[config.mk]
export PLATFORM = sky130hd
export DESIGN_NAME = sv_mmul_r2l
export DESIGN_NICKNAME = d
export VERILOG_FILES = /design/src/rtl/sv_mmul_r2l_pkg.sv /design/src/rtl/sv_ma.sv /design/src/rtl/sv_mmul_r2l.sv
export SDC_FILE = /design/constraint.sdc
export NUM_CORES = 2
export LEC_CHECK = 0
export CELL_PAD_IN_SITES_DETAIL_PLACEMENT = 1
export CELL_PAD_IN_SITES_GLOBAL_PLACEMENT = 1
export CORE_MARGIN = 5
export CORE_UTILIZATION = 40
export DETAILED_ROUTE_END_ITERATION = 6
export PLACE_DENSITY_LB_ADDON = 0.1
export REMOVE_ABC_BUFFERS = 1
export SYNTH_ARGS = -nofsm -noshare
export SYNTH_HDL_FRONTEND = slang
export SYNTH_SLANG_ARGS = --single-unit
[constraint.sdc]
create_clock -name clk_i -period 5.46 [get_ports clk_i]
set_input_delay 0.546 -clock clk_i [delete_from_list [all_inputs] [get_ports clk_i]]
set_output_delay 0.546 -clock clk_i [all_outputs]
set_load 0.1 [all_outputs]
[src/rtl/sv_mmul_r2l_pkg.sv]
// Shared types and sizing for the LSB-first modular multiplier.
// Optional build macro used by the top: SV_MMUL_EARLY_EXIT_EN.
package sv_mmul_r2l_pkg;

  typedef enum logic {
    IDLE,
    RUN
  } state_t;

  // One extra bit so the counter can reach DATA_WIDTH without wrapping.
  function automatic int unsigned cnt_width(input int unsigned w);
    return $clog2(w) + 1;
  endfunction

endpackage

[src/rtl/sv_ma.sv]
// Modular adder: s = (a + b) mod q for a, b < q.
// Related build macro (used by the top only): SV_MMUL_EARLY_EXIT_EN.
module sv_ma #(
  parameter int unsigned DATA_WIDTH = 128
) (
  input  logic [DATA_WIDTH-1:0] a_i,
  input  logic [DATA_WIDTH-1:0] b_i,
  input  logic [DATA_WIDTH-1:0] q_i,
  output logic [DATA_WIDTH-1:0] s_o
);

  logic [DATA_WIDTH:0] sum;

  // Sum is one bit wider so the carry survives the compare against q.
  always_comb begin
    sum = {1'b0, a_i} + {1'b0, b_i};
    if (sum >= {1'b0, q_i}) begin
      s_o = DATA_WIDTH'(sum - {1'b0, q_i});
    end else begin
      s_o = sum[DATA_WIDTH-1:0];
    end
  end

endmodule

[src/rtl/sv_mmul_r2l.sv]
// Right-to-left (LSB-first) interleaved modular multiplier: z = x*y mod q.
// Define SV_MMUL_EARLY_EXIT_EN to stop once the remaining multiplier bits are zero.
module sv_mmul_r2l
  import sv_mmul_r2l_pkg::*;
#(
  parameter int unsigned DATA_WIDTH = 128
) (
  input  logic                  clk_i,
  input  logic                  arst_n_i,
  input  logic                  start_i,
  input  logic [DATA_WIDTH-1:0] q_i,
  input  logic [DATA_WIDTH-1:0] x_i,
  input  logic [DATA_WIDTH-1:0] y_i,
  output logic                  busy_o,
  output logic                  done_o,
  output logic [DATA_WIDTH-1:0] z_o
);

  localparam int unsigned CW = cnt_width(DATA_WIDTH);

  state_t                state;
  logic [CW-1:0]         cnt;
  logic [DATA_WIDTH-1:0] q;
  logic [DATA_WIDTH-1:0] a;
  logic [DATA_WIDTH-1:0] b;
  logic [DATA_WIDTH-1:0] acc;
  logic [DATA_WIDTH-1:0] acc_sum;
  logic [DATA_WIDTH-1:0] a_dbl;
  logic [DATA_WIDTH-1:0] acc_next;
  logic                  last;

  sv_ma #(.DATA_WIDTH(DATA_WIDTH)) u_ma_acc (
    .a_i (acc),
    .b_i (a),
    .q_i (q),
    .s_o (acc_sum)
  );

  sv_ma #(.DATA_WIDTH(DATA_WIDTH)) u_ma_dbl (
    .a_i (a),
    .b_i (a),
    .q_i (q),
    .s_o (a_dbl)
  );

  always_comb begin
    acc_next = b[0] ? acc_sum : acc;
    last     = (cnt == CW'(DATA_WIDTH - 1));
`ifdef SV_MMUL_EARLY_EXIT_EN
    last     = last | ((b >> 1) == '0);
`endif
  end

  always_ff @(posedge clk_i or negedge arst_n_i) begin
    if (!arst_n_i) begin
      state  <= IDLE;
      busy_o <= 1'b0;
      done_o <= 1'b0;
      z_o    <= '0;
      q      <= '0;
      a      <= '0;
      b      <= '0;
      acc    <= '0;
      cnt    <= '0;
    end else begin
      case (state)
        IDLE: begin
          done_o <= 1'b0;
          // A start coinciding with the done pulse waits one cycle.
          if (start_i && !done_o) begin
            q      <= q_i;
            a      <= x_i;
            b      <= y_i;
            acc    <= '0;
            cnt    <= '0;
            busy_o <= 1'b1;
            state  <= RUN;
          end
        end
        RUN: begin
          acc <= acc_next;
          a   <= a_dbl;
          b   <= b >> 1;
          cnt <= cnt + 1'b1;
          if (last) begin
            z_o    <= acc_next;
            done_o <= 1'b1;
            busy_o <= 1'b0;
            state  <= IDLE;
          end
        end
        default: state <= IDLE;
      endcase
    end
  end

endmodule

==> results.md <==
- Status: finished with violations
- Violated checks: setup timing
- Initial DRT Pass Iterations: 6
- Ys async rst share: 100%
- Vias in the first global route: roughly 71,000
- Initial detailed-routing violation count: 5,801
- Final Setup Violations: between 300 and 400
- I/O Pins: 517
- Drt via density: ~6
- Slowest stage delay, CP: 500 ps
- Post-synthesis mux area share: 3.27%
- Die width: 380 microns
- Die Area: 144,000 sq um
- Leading area contributor after synthesis: dfrtp_1
- Count leader, synth: nand2_1
- Setup CP Type: flop to flop
- H-Tree Depth: 3
- Design area: 81,700 sq um
- RSZ-0062 raised after global routing: true
- Period utilization: 128%
- Fmax: 144 MHz
- Post-Syn Area per Cell: roughly 7.6 sq um
- Grt ovf: 0
- Placement row count: 135
- Largest net degree at the start of global routing: 132
- TritonCTS clock tree: built
- Initial antenna violation count: 12
- Hold Path End: q[26]
- Gr usage total: 40.2%
- Largest family of logic cells by synthesized area: compound AO/OA/AOI/OAI gates
- Initial core utilization: 40.3%
- Critical path required time: 6100 ps
- Most frequent CP cell: buf_4
- Arr. time, crit path: approximately 7600 ps
- Post-route ant nets: 0
- First-pass GRT wire length: 449,000 microns
- Post-synthesis sequential area ratio: 29.7%
- Worst hold start: q_i[26]
- Share of layout cells above drive strength 1: 28.5%
- Area fraction of the dominant cell type after synthesis: 29.7%
- Area contributors post-synth: dfrtp_1 (30%), ha_1 (8.8%), nand2_1 (8.3%)
- #FFs+latches synth: 651
- Hold depth: 3
- Max_cap viols: 0
- Post-Syn Instances: 7,195
- Number of flops mapped to enable cells by yosys: 0
- Final setup margin: -1500 ps
- Die H: 380 microns
- Final hold viol count: 0
- Reg2reg end: acc[57]
- Slew @ Worst Pin: 1230 ps
- Port buffer count: between 500 and 600
- Final Max Slew Viols: 0
- DR vias: 67,500
- Reg2reg start: acc[63]
- Tmin final: approximately 7000 ps
- Crit-path leading delay family: compound AO/OA/AOI/OAI gates
- Clock-pin slew on the worst setup and hold paths: around 60 ps
- Worst-skew pair later-pin latency: 750 ps
- Warnings, synthesis: 0
- Clock buffer depth: 3
- Final Routed Wirelength: 308,000 microns
- CP Max Fanout: 8
- Yosys cell types: 100
- Mapped cell area: 54,800 sq um
- Simple-Gate Fraction of Synth Area: 19.3%
- Clock sink total: ~650
- Cell Area, Placed: between 70,000 and 80,000 sq um
- CTS buffer count: 83
- Final #Nets: 9,932
- Adder-Cell Fraction of Synth Area: 8.91%
- Compound-Gate Fraction of Synth Area: 27.8%
- Hold Crit Class: input pin to flop
- Commonest cells post-synth: nand2_1 (1,216), a21oi_1 (877), dfrtp_1 (651), o21ai_0 (638), nor2_1 (454)
- Worst R2R Setup Slack: -1500 ps
- Gpl congestion: 0.987
- Area growth syn-to-layout: 49.1%
- WL/cell: roughly 28 microns
- Detailed Place HPWL: about 230,000 microns
- Final core occ: 60.1%
- Synth Flop Type: dfrtp_1
- Core area: around 140,000 sq um
- FF-to-FF path depth: 34
- Clock root buffer: clkbuf_16
- Critical path's slowest cell: or3_1
- Max-slew headroom: between 10% and 20%
- Buf+Inv Stages, Crit Path: 8
- Clock skew: about 48 ps
- Post-route DRC: 0
- Post-Synth XOR/XNOR Area: 5.74%
- Setup crit start kind: flop
- CP Capture Type: flop
==> layer usage <==
metal | routed length, microns | vias to the layer above | track usage [%]
met3 | 24000 | 919 | 8.12
met5 | 72 | - | 0
met2 | 140000 | 3099 | 65.7
met4 | 19700 | 12 | 20.3
met1 | 125000 | 33900 | 50.6
li1 | - | 29500 | -
==> worst register-to-register path, delay by kind of cell (launching register included) <==
family | cells | cell delay [ps]
AO/OA/AOI/OAI | 19 | 3260
XOR/XNOR | 1 | 350
adder cells (fa/ha/maj) | 2 | 690
buffers and inverters | 8 | 1410
flip-flops | 1 | 410
AND/OR/NAND/NOR | 4 | 730
==> placed cells by master (no fill, tap or decap), types with 31 or more instances in the layout <==
master	netlist	routed
a21oi_1	877	711
buf_12	0	41
nand3_1	131	121
a31oi_1	81	66
nand2_1	1216	1126
xnor2_1	220	200
buf_6	4	53
dfrtp_1	651	644
a21oi_2	4	153
xor2_1	139	129
buf_4	15	1697
a21o_1	254	252
o21bai_1	130	126
nor2_1	454	413
nand4_1	162	162
o211a_1	32	31
o21ai_2	6	46
inv_1	255	253
o21ai_1	102	189
and3_1	136	132
o21ai_0	638	499
nand2_4	0	32
o21a_1	46	43
nor3_1	87	77
o22ai_1	48	35
ha_1	385	347
clkdlybuf4s50_1	0	514
mux2i_1	164	150
nor2b_1	40	38
clkbuf_16	0	84
nand2_2	0	58
==> worst max path at each step <==
stage / startpoint / to / depth (start not counted)
3_5_place_dp: a[15] / z_o[75] / 31
4_1_cts: acc[0] / acc[72] / 32
6_report: acc[63] / acc[57] / 34
3_3_place_gp: a[16] / z_o[124] / 29
2_1_floorplan: done_o / acc[110] / 3
5_1_grt: a[10] / acc[57] / 35
==> cells by family after synthesis <==
kind of cell    after synthesis
buf+inv                     723
xor+xnor                    359
mux                         177
compound gates             2515
fa+ha+maj                   388
flops                       651
simple gates               2382
==> state kept, by name, indices dropped and copies added (netlist names) <==
register,cells
z_o,128
a,128
busy_o,1
q,128
state,1
b,128
cnt,8
acc,128
done_o,1
==> through the flow <==
stage	hold WS (ps)	setup slack, ps	setup TNS, ps	std cells
after global placement	461	-2660	-627840	10700
after detailed placement	470	-2830	-675990	10700
after floorplan	250	-21180	-5996950	6728
after global routing	359	-1640	-376920	11000
final	364	-1500	-333060	11000
after CTS	331	-1220	-275550	11000
==> repair_timing <==
item,4_1_cts,5_1_grt
resized for setup,834,157
cloned,15,0
hold buffers,1,0
setup endpoints to repair,257,293
pin swaps,276,155
setup buffers,116,46
endpoints found under the hold margin,84,0
==> final cells by class <==
cell class	instances	area (sq um)
antenna	3	7.51
clock buffer	123	2500
clock inverter	27	442
fill	16100	54100
inverter	256	973
multi-input combinational	5821	39100
sequential	651	16300
tap	1781	2230
timing repair buffer	2344	20100
Power is left out: the tool's default activity adds up to more than one toggle a clock period on the data nets, which glitch-free logic cannot reach.
